<file path="config.mk">
export PLATFORM = sky130hd
export DESIGN_NAME = spi_pwm_loader_flat
export DESIGN_NICKNAME = d
export VERILOG_FILES = /design/src/rtl/spi_pwm_pkg.sv /design/src/rtl/spi_pwm_loader_if.sv /design/src/rtl/spi_pwm_loader_pwm_channel.sv /design/src/rtl/spi_pwm_loader.sv /design/src/flat_wrapper.sv
export SDC_FILE = /design/constraint.sdc
export NUM_CORES = 1
export LEC_CHECK = 0
export BUFFER_PORTS_ARGS = -buffer_cell sky130_fd_sc_hd__buf_4
export CAP_MARGIN = 30
export CORE_MARGIN = 1.5
export CORE_UTILIZATION = 57
export CTS_BUF_LIST = sky130_fd_sc_hd__clkbuf_8
export CTS_CLUSTER_SIZE = 20
export DETAILED_ROUTE_END_ITERATION = 10
export PLACE_DENSITY = 0.78
export SETUP_SLACK_MARGIN = 0.3
export SYNTH_ARGS = -nofsm -noshare
export SYNTH_HDL_FRONTEND = slang
export SYNTH_SLANG_ARGS = --single-unit
</file>
<file path="constraint.sdc">
create_clock -name i_clk -period 2.2 [get_ports i_clk]
set_input_delay 0.66 -clock i_clk [delete_from_list [all_inputs] [get_ports i_clk]]
set_output_delay 0.66 -clock i_clk [all_outputs]
set_load 0.05 [all_outputs]
</file>
<file path="src/rtl/spi_pwm_pkg.sv">
// Shared types and constants for the SPI-fed PWM loader.
// FSM state encoding and transaction geometry.
package spi_pwm_pkg;

    typedef enum logic [2:0] {
        IDLE,
        CS_SETUP,
        SEND,
        WAIT_RX,
        CS_HOLD
    } state_t;

    localparam int         NUM_CH     = 3;
    localparam int         NUM_BYTES  = 4;
    localparam logic [7:0] DUMMY_BYTE = 8'h00;

endpackage

</file>
<file path="src/rtl/spi_pwm_loader_if.sv">
// Byte-level link between the loader and the SPI master.
// master = loader side, slave = SPI master side.
interface spi_pwm_loader_if;

    logic [7:0] o_TX_Byte;
    logic       o_TX_DV;
    logic       i_TX_Ready;
    logic       i_RX_DV;
    logic [7:0] i_RX_Byte;
    logic       o_SPI_CS_n;

    modport master (
        output o_TX_Byte, o_TX_DV, o_SPI_CS_n,
        input  i_TX_Ready, i_RX_DV, i_RX_Byte
    );

    modport slave (
        input  o_TX_Byte, o_TX_DV, o_SPI_CS_n,
        output i_TX_Ready, i_RX_DV, i_RX_Byte
    );

endinterface

</file>
<file path="src/rtl/spi_pwm_loader_pwm_channel.sv">
// One PWM channel: active duty register plus compare
// against the shared free-running counter.
module pwm_channel #(
    parameter int PWM_WIDTH = 8
) (
    input  logic                 clk,
    input  logic                 rst_n,
    input  logic [PWM_WIDTH-1:0] cnt,
    input  logic                 load,
    input  logic [PWM_WIDTH-1:0] duty_in,
    output logic                 pwm
);

    logic [PWM_WIDTH-1:0] active;

    // Latch new duty at the period boundary; register the compare
    always_ff @(posedge clk or negedge rst_n) begin
        if (!rst_n) begin
            active <= '0;
            pwm    <= 1'b0;
        end else begin
            if (load) active <= duty_in;
            pwm <= (cnt < active);
        end
    end

endmodule

</file>
<file path="src/rtl/spi_pwm_loader.sv">
// Polls an SPI slave for three duty bytes and drives three
// glitch-free PWM outputs, committing new duties at period wrap.
module spi_pwm_loader
    import spi_pwm_pkg::*;
#(
    parameter int         CLKS_PER_POLL = 10000,
    parameter int         PWM_WIDTH     = 8,
    parameter logic [7:0] CMD_BYTE      = 8'hA5,
    parameter int         CS_GUARD_CLKS = 2,
    parameter int         RX_TIMEOUT    = 64
) (
    input  logic                   i_clk,
    input  logic                   i_reset,
    spi_pwm_loader_if.master       bus,
    output logic                   o_pwm0,
    output logic                   o_pwm1,
    output logic                   o_pwm2,
    output logic                   o_err
);

    localparam int PW = $clog2(CLKS_PER_POLL + 1);
    localparam int GW = $clog2(CS_GUARD_CLKS + 1);
    localparam int TW = $clog2(RX_TIMEOUT + 1);

    state_t state, state_n;

    logic [PW-1:0]        poll_cnt;
    logic [GW-1:0]        gcnt;
    logic [TW-1:0]        to_cnt;
    logic [1:0]           k;
    logic [PWM_WIDTH-1:0] shadow [NUM_CH];
    logic                 pending;
    logic [PWM_WIDTH-1:0] pwm_cnt;
    logic [NUM_CH-1:0]    pwm;

    logic [7:0] tx_byte, tx_byte_d;
    logic       tx_dv, tx_dv_d;
    logic       cs_n, cs_n_d;
    logic       err, err_d;
    logic       set_pending;

    logic poll_hit, guard_hit, send_go;
    logic rx_take, to_hit, last_byte, hold_done, commit;

    assign poll_hit  = (state == IDLE) &&
                       (poll_cnt == PW'(CLKS_PER_POLL - 1));
    assign guard_hit = (gcnt == GW'(CS_GUARD_CLKS - 1));
    assign send_go   = (state == SEND) && bus.i_TX_Ready;
    assign rx_take   = (state == WAIT_RX) && bus.i_RX_DV;
    assign to_hit    = (state == WAIT_RX) && !bus.i_RX_DV &&
                       (to_cnt == TW'(RX_TIMEOUT - 1));
    assign last_byte = (k == 2'(NUM_BYTES - 1));
    assign hold_done = (state == CS_HOLD) && guard_hit;
    assign commit    = pending && (pwm_cnt == '1);

    // FSM state register
    always_ff @(posedge i_clk or negedge i_reset) begin
        if (!i_reset) state <= IDLE;
        else          state <= state_n;
    end

    // FSM next-state logic
    always_comb begin
        state_n = state;
        unique case (state)
            IDLE:     if (poll_hit) state_n = CS_SETUP;
            CS_SETUP: if (guard_hit) state_n = SEND;
            SEND:     if (send_go) state_n = WAIT_RX;
            WAIT_RX: begin
                if (rx_take)     state_n = last_byte ? CS_HOLD : SEND;
                else if (to_hit) state_n = IDLE;
            end
            CS_HOLD:  if (guard_hit) state_n = IDLE;
            default:  state_n = IDLE;
        endcase
    end

    // FSM outputs: next values of the registered bus/status signals
    always_comb begin
        tx_dv_d     = send_go;
        tx_byte_d   = tx_byte;
        err_d       = to_hit;
        cs_n_d      = cs_n;
        set_pending = hold_done;
        if (send_go)
            tx_byte_d = (k == '0) ? CMD_BYTE : DUMMY_BYTE;
        if (poll_hit)
            cs_n_d = 1'b0;
        if (to_hit || hold_done)
            cs_n_d = 1'b1;
    end

    // Counters, byte capture, pending flag and registered outputs
    always_ff @(posedge i_clk or negedge i_reset) begin
        if (!i_reset) begin
            poll_cnt <= '0;
            gcnt     <= '0;
            to_cnt   <= '0;
            k        <= '0;
            pending  <= 1'b0;
            pwm_cnt  <= '0;
            tx_byte  <= '0;
            tx_dv    <= 1'b0;
            cs_n     <= 1'b1;
            err      <= 1'b0;
            for (int i = 0; i < NUM_CH; i++) shadow[i] <= '0;
        end else begin
            tx_dv   <= tx_dv_d;
            tx_byte <= tx_byte_d;
            cs_n    <= cs_n_d;
            err     <= err_d;
            pwm_cnt <= pwm_cnt + 1'b1;

            poll_cnt <= (state == IDLE && !poll_hit) ?
                        poll_cnt + 1'b1 : '0;
            gcnt     <= ((state == CS_SETUP || state == CS_HOLD) &&
                         !guard_hit) ? gcnt + 1'b1 : '0;
            to_cnt   <= (state == WAIT_RX) ? to_cnt + 1'b1 : '0;

            if (poll_hit)
                k <= '0;
            else if (rx_take && !last_byte)
                k <= k + 1'b1;

            if (rx_take && k != '0)
                shadow[k - 2'd1] <= PWM_WIDTH'(bus.i_RX_Byte);

            // A fresh transaction invalidates an uncommitted older set
            // so a later abort can never commit a half-written mix.
            if (set_pending)
                pending <= 1'b1;
            else if (rx_take && k == 2'd1)
                pending <= 1'b0;
            else if (commit)
                pending <= 1'b0;
        end
    end

    for (genvar i = 0; i < NUM_CH; i++) begin : g_ch
        pwm_channel #(.PWM_WIDTH(PWM_WIDTH)) u_ch (
            .clk     (i_clk),
            .rst_n   (i_reset),
            .cnt     (pwm_cnt),
            .load    (commit),
            .duty_in (shadow[i]),
            .pwm     (pwm[i])
        );
    end

    assign bus.o_TX_Byte  = tx_byte;
    assign bus.o_TX_DV    = tx_dv;
    assign bus.o_SPI_CS_n = cs_n;
    assign o_err          = err;
    assign o_pwm0         = pwm[0];
    assign o_pwm1         = pwm[1];
    assign o_pwm2         = pwm[2];

endmodule

</file>
<file path="src/flat_wrapper.sv">
// flat-port wrapper written by rule: the top's interface ports become plain ports
module spi_pwm_loader_flat import spi_pwm_pkg::*;
#(
    parameter int         CLKS_PER_POLL = 10000,
    parameter int         PWM_WIDTH     = 8,
    parameter logic [7:0] CMD_BYTE      = 8'hA5,
    parameter int         CS_GUARD_CLKS = 2,
    parameter int         RX_TIMEOUT    = 64
)
  (i_clk, i_reset, o_pwm0, o_pwm1, o_pwm2, o_err, bus_o_TX_Byte, bus_o_TX_DV, bus_o_SPI_CS_n, bus_i_TX_Ready, bus_i_RX_DV, bus_i_RX_Byte);
  spi_pwm_loader_if bus_i ();
  input  logic i_clk;
  input  logic i_reset;
  output logic o_pwm0;
  output logic o_pwm1;
  output logic o_pwm2;
  output logic o_err;
  output wire logic [$bits(bus_i.o_TX_Byte)-1:0] bus_o_TX_Byte;
  output wire logic [$bits(bus_i.o_TX_DV)-1:0] bus_o_TX_DV;
  output wire logic [$bits(bus_i.o_SPI_CS_n)-1:0] bus_o_SPI_CS_n;
  input wire logic [$bits(bus_i.i_TX_Ready)-1:0] bus_i_TX_Ready;
  input wire logic [$bits(bus_i.i_RX_DV)-1:0] bus_i_RX_DV;
  input wire logic [$bits(bus_i.i_RX_Byte)-1:0] bus_i_RX_Byte;
  assign bus_o_TX_Byte = bus_i.o_TX_Byte;
  assign bus_o_TX_DV = bus_i.o_TX_DV;
  assign bus_o_SPI_CS_n = bus_i.o_SPI_CS_n;
  assign bus_i.i_TX_Ready = bus_i_TX_Ready;
  assign bus_i.i_RX_DV = bus_i_RX_DV;
  assign bus_i.i_RX_Byte = bus_i_RX_Byte;
  spi_pwm_loader #(.CLKS_PER_POLL(CLKS_PER_POLL), .PWM_WIDTH(PWM_WIDTH), .CMD_BYTE(CMD_BYTE), .CS_GUARD_CLKS(CS_GUARD_CLKS), .RX_TIMEOUT(RX_TIMEOUT)) u_core (.i_clk(i_clk), .i_reset(i_reset), .bus(bus_i), .o_pwm0(o_pwm0), .o_pwm1(o_pwm1), .o_pwm2(o_pwm2), .o_err(o_err));
endmodule
</file>
==> impl_metrics.tcl, run 1 <==
set metrics [dict create \
    status "finished clean" \
    grt.total_usage 0.209 \
    synth.area.top_cells "dfrtp_1, mux2_2, ha_1" \
    hpwl_um 5290 \
    synth_cells 365 \
    worst_slew_margin_rel 0.649 \
    clk_pin_slew_ns 0.09 \
    stdcell_area_um2 4950 \
    finalWirelength_um 7570 \
    final_nets 446 \
    cts_tree "yes" \
    synth_most_common_cell "dfrtp_1" \
    worst_hold_slack_ns 0.269 \
    area_growth_pct 15.0 \
    ys_top_cells_by_count "dfrtp_1, mux2_2, inv_1, ha_1, nor2_1" \
    grt_max_degree 39 \
    critPathLaunchType "flop" \
    power_frac_seq 0.565 \
    layout_min_cycle_time_ns 2.11 \
    clockBufferDepth 2 \
    grt_pass1_vias 2801 \
    antenna_found_initial 0 \
    std_cell_rows 31 \
    setup-violations-final 0 \
    start_util 0.590 \
    htreeDepth 3 \
    ant_nets 0 \
    drv_cap 0 \
    drtIter0Drc 113 \
    arrival_ns 2.40 \
    clock-root-buffer "clkbuf_8" \
    routedWlPerCell_um 14.9 \
    pwr-share-clk 0.406 \
    leakagePower_nw 2.40 \
    synth-seq-cells 92 \
    dieArea_um2 8080 \
    min_period_over_period 0.959 \
    worst_slew_pin_slew_ns 0.527 \
    grt_pass1_wl_um 13400 \
    power.internal_mw 2.34 \
    yosys_warnings 0 \
    die_w_um 89.9 \
    n_antenna_cell 0 \
    synthDominantCellAreaShare 0.529 \
    critPathCaptureType "flop" \
    power_frac_comb 0.028 \
    postSynth.asyncResetShare 1.00 \
    ys_types 36 \
    vdd.ir_drop.worst_mv 0.360 \
    ys.flop_type "dfrtp_1" \
    port_buffers 21 \
    clock_latency_ns 0.36 \
    synth_edf_count 0 \
    firstDrtPassIters 6 \
    yosys.area.top_type "dfrtp_1" \
    p_switching_mw 0.652 \
    drive_above_1_share 0.289 \
    synth_area_um2 4300 \
    finClkSkew_ns 0.0117 \
    die_h_um 89.9 \
    required_ns 2.49 \
    final_max_slew_viol_count 0 \
    gp_congestion 0.920 \
    dp_cells 486 \
    yosysSeqAreaShare 0.535 \
    cts_sinks 92 \
    syn_avg_cell_area_um2 11.8 \
    crit_type "flop to flop" \
    drc_errors 0 \
    core_um2 7290 \
    hold_viol 0 \
    grt-ovfl-total 0 \
    numCtsBuffers 9 \
    finalNonFillerCells 508 \
    power_density_nw_per_um2 604 \
    rsz0062_at_grt "true" \
    ioPinCount 26 \
    num_vias 2744 \
    fmax_mhz 474 \
    swShare 0.218 \
    cp_max_fo 2 \
    setup_tns_ns 0 \
    viasPerCell 5.40 \
    fillers 539 \
    placed_area_um2 4640 \
    cts_hold_buffers 0 \
    hold_class "input pin to async pin" \
]
-- per-stage QoR --
| stage | setup slack (ns) | utilization | total power, mW |
|---|---|---|---|
| floorplan | 0.132 | - | 1.75 |
| global placement | 0.103 | 0.636 | 1.81 |
| detailed placement | 0.0721 | 0.636 | 1.81 |
| CTS | 0.101 | 0.671 | 3.03 |
| global route | 0.0570 | 0.679 | 3.10 |
| finish | 0.0904 | 0.679 | 2.99 |
-- sequential cells by signal, summed over array words and instances (netlist names) --
name                     flops
u_core.g_ch.u_ch.active     24
u_core.pwm_cnt               8
u_core.bus.o_TX_Byte         1
u_core.gcnt                  2
u_core.g_ch.u_ch.pwm         3
u_core.o_err                 1
u_core.to_cnt                7
u_core.shadow               24
u_core.k                     2
u_core.state                 3
u_core.bus.o_SPI_CS_n        1
u_core.bus.o_TX_DV           1
u_core.pending               1
u_core.poll_cnt             14
-- final timing paths --
path,startpoint,end,slack [ns],depth (start not counted)
worst max-delay path,u_core.poll_cnt[5],u_core.bus.o_SPI_CS_n,0.09,4
worst min register to register,u_core.gcnt[0],u_core.gcnt[0],0.44,1
worst max register to register,u_core.poll_cnt[5],u_core.bus.o_SPI_CS_n,0.09,4
max in group asynchronous,i_reset,u_core.g_ch[2].u_ch.active[6],1.37,2
worst min-delay path,i_reset,u_core.pwm_cnt[2],0.27,1
min in group i_clk,u_core.gcnt[0],u_core.gcnt[0],0.44,1
-- cell usage in the layout (no fill, tap or decap), types with 2 or more instances in the layout --
| cell | instances |
|---|---|
| and2_1 | 3 |
| and3_1 | 4 |
| nor2b_1 | 2 |
| conb_1 | 4 |
| nor3_1 | 7 |
| clkbuf_8 | 12 |
| clkinv_4 | 3 |
| mux2_2 | 49 |
| dfrtp_2 | 3 |
| nand2b_1 | 3 |
| a221oi_1 | 4 |
| a21o_1 | 6 |
| buf_4 | 37 |
| or4_4 | 2 |
| xnor2_1 | 13 |
| a31oi_1 | 3 |
| nor2_1 | 29 |
| nand2_1 | 11 |
| dfrtp_1 | 88 |
| ha_1 | 29 |
| nand4_1 | 4 |
| o21ai_0 | 9 |
| xor2_1 | 9 |
| inv_1 | 31 |
| buf_12 | 2 |
| a21oi_1 | 7 |
| nand3_1 | 13 |
| or3_1 | 3 |
-- what timing repair did --
item / 4_1_cts / 5_1_grt
setup endpoints to repair: 17 / 49
buffers inserted: 3 / 3
resized for setup: 2 / 10
-- power by group through the flow --
stage               combinational (mW)  sequential, mW  clock (mW)
finish                          0.0848            1.69        1.22
global route                    0.0953            1.69        1.31
CTS                             0.0877            1.69        1.25
detailed placement              0.0878            1.73           0
global placement                0.0857            1.73           0
floorplan                       0.0216            1.73           0
-- final cells by class --
class	instances	area [um^2]	share of cell area
timing repair buffer	40	333	0.0673
clock buffer	12	165	0.0334
multi-input combinational	230	1850	0.373
tap	99	124	0.0250
sequential	92	2310	0.466
clock inverter	4	56.3	0.0114
inverter	31	116	0.0235
-- worst max-delay path, stage by stage, from the launching register on --
cell and delay (ns):
dfrtp_1 0.39, or4b_1 0.52, or4_4 0.44, or4_4 0.43, a211o_1 0.27
-- metal layers --
| metal | track usage | wire [um] | vias up |
|---|---|---|---|
| li1 | - | - | 1322 |
| met3 | 0.0330 | 194 | 15 |
| met5 | 0 | 0 | - |
| met1 | 0.279 | 3530 | 1365 |
| met2 | 0.340 | 3700 | 42 |
| met4 | 0.0926 | 144 | 0 |
-- cells by family (layout without fill, tap and decap cells) --
family | Yosys count | in the layout | synth area share
buffers and inverters | 46 | 87 | 0.0462
multiplexers | 49 | 49 | 0.128
adder cells (fa/ha/maj) | 30 | 30 | 0.0872
other | 1 | 4 | 0.000872
flip-flops | 92 | 92 | 0.535
AO/OA/AOI/OAI | 32 | 32 | 0.0477
AND/OR/NAND/NOR | 93 | 93 | 0.110
XOR/XNOR | 22 | 22 | 0.0448
Power figures use the tool's default switching activity.
==> inputs of run 2 (changes only) <==
--- a/config.mk
+++ b/config.mk
@@ -8,12 +8,12 @@
 export BUFFER_PORTS_ARGS = -buffer_cell sky130_fd_sc_hd__buf_4
 export CAP_MARGIN = 30
 export CORE_MARGIN = 1.5
-export CORE_UTILIZATION = 57
-export CTS_BUF_LIST = sky130_fd_sc_hd__clkbuf_8
+export CORE_UTILIZATION = 54
 export CTS_CLUSTER_SIZE = 20
 export DETAILED_ROUTE_END_ITERATION = 10
-export PLACE_DENSITY = 0.78
+export PLACE_DENSITY = 0.75
 export SETUP_SLACK_MARGIN = 0.3
+export SLEW_MARGIN = 40
 export SYNTH_ARGS = -nofsm -noshare
 export SYNTH_HDL_FRONTEND = slang
 export SYNTH_SLANG_ARGS = --single-unit
==> impl_metrics.tcl, run 2 (same netlist as run 1, synthesis figures left out) <==
set metrics [dict create \
    hold_class "input pin to async pin" \
    mostFrequentLayoutCells "dfrtp_1, mux2_2, buf_4" \
    clock-root-buffer "clkbuf_8" \
    wl_met3_um 204 \
    cts_tree "yes" \
    start_util 0.557 \
    critPathCaptureType "flop" \
    viasPerCell 5.27 \
    clk_pin_slew_ns 0.10 \
    area_growth_pct 14.6 \
    cts_sinks 92 \
    placed_area_um2 4650 \
    routedWlPerCell_um 14.7 \
    fmax_mhz 477 \
    n_antenna_cell 0 \
    final_common_cell "dfrtp_1" \
    grt_pass1_wl_um 12900 \
    wl_met1_um 3490 \
    grt_max_degree 39 \
    ant_nets 0 \
    rsz0062_at_grt "true" \
    crit_type "flop to flop" \
    layout_min_cycle_time_ns 2.09 \
    grt-ovfl-total 0 \
    numCtsBuffers 9 \
    arrival_ns 2.39 \
    drive_above_1_share 0.284 \
    worst_slew_pin_slew_ns 0.751 \
    pre_cts_ws_ns 0.0528 \
    leakagePower_nw 2.37 \
    top_layer_used "met4" \
    clockBufferDepth 2 \
    htreeDepth 3 \
    die_h_um 92.3 \
    clock_latency_ns 0.37 \
    final_nets 445 \
    std_cell_rows 32 \
    antenna_found_initial 0 \
    final_max_slew_viol_count 0 \
    drtIter0Drc 127 \
    core_um2 7730 \
    final_core_util 0.638 \
    status "finished clean" \
    worst_slew_margin_rel 0.496 \
    finClkSkew_ns 0.0163 \
    hpwl_um 5270 \
    dieArea_um2 8510 \
    required_ns 2.50 \
    drv_cap 0 \
    cts_hold_buffers 0 \
    hold_viol 0 \
    grt_pass1_vias 2727 \
    setup_ws_ns 0.105 \
    grt.total_usage 0.196 \
    firstDrtPassIters 4 \
    die_w_um 92.3 \
    stdcell_area_um2 4930 \
    finalWirelength_um 7520 \
    power_density_nw_per_um2 569 \
    num_vias 2686 \
    setup_tns_ns 0 \
    biggestRegsByFlops "u_core.g_ch.u_ch.active: 24 flops, u_core.shadow: 24 flops, u_core.poll_cnt: 14 flops" \
    gp_congestion 0.865 \
    port_buffers 21 \
    critPathLaunchType "flop" \
    setup-violations-final 0 \
    ioPinCount 26 \
    drc_errors 0 \
    min_period_over_period 0.952 \
    met2_wirelength_um 3690 \
    vdd.ir_drop.worst_mv 0.374 \
    cp_max_fo 2 \
]
==> run 2: what timing repair did <==
action                                  in CTS  in global routing
buffers inserted                             3                  5
gates resized for setup                      5                  7
pin swaps                                    0                  2
endpoints found under the setup margin      32                 53
==> run 2: path summary, 6_finish.rpt <==
path                               startpoint                 endpoint  slack, ns  depth (start not counted)
setup / recovery           u_core.poll_cnt[5]    u_core.bus.o_SPI_CS_n       0.11                          4
min in group i_clk             u_core.gcnt[0]           u_core.gcnt[0]       0.45                          1
setup reg to reg           u_core.poll_cnt[5]    u_core.bus.o_SPI_CS_n       0.11                          4
max in group asynchronous             i_reset    u_core.bus.o_SPI_CS_n       1.43                          2
hold / removal                        i_reset  u_core.g_ch[2].u_ch.pwm       0.22                          1
hold reg to reg                u_core.gcnt[0]           u_core.gcnt[0]       0.45                          1
==> run 2: cell type report <==
| cell class | instances | area (um^2) |
|---|---|---|
| flip-flops and latches | 92 | 2310 |
| multi-input cells | 230 | 1850 |
| well taps | 102 | 128 |
| fillers | 600 | 2800 |
| clock buffers | 11 | 141 |
| inverters | 31 | 116 |
| repair buffers | 39 | 347 |
| clock inverters | 5 | 36.3 |
==> run 2: power breakdown <==
group	total (mW)	leakage, nW	internal [mW]	switching, mW
Clock	1.03	0.0820	0.444	0.589
Sequential	1.69	1.25	1.69	0.000584
Combinational	0.0814	1.03	0.0220	0.0594
Total	2.81	2.37	2.16	0.649
==> run 2: critical path, cell delays in order (launching register included) <==
cell,delay (ns)
dfrtp_1,0.39
or4b_1,0.53
or4_4,0.44
or4_4,0.43
a211o_1,0.26
==> run 2: stage by stage <==
| step | instances | power (mW) | hold WS (ns) |
|---|---|---|---|
| 2_1_floorplan | 368 | 1.75 | 0.364 |
| 3_5_place_dp | 486 | 1.81 | 0.441 |
| 5_1_grt | 510 | 2.92 | 0.227 |
| 3_3_place_gp | 486 | 1.81 | 0.422 |
| 4_1_cts | 505 | 2.84 | 0.219 |
| 6_report | 510 | 2.81 | 0.216 |
==> run 2: metal layers <==
layer / track usage / up-vias
li1: - / 1314
met1: 0.255 / 1328
met2: 0.319 / 33
met3: 0.0423 / 11
met4: 0.0808 / 0
met5: 0 / -
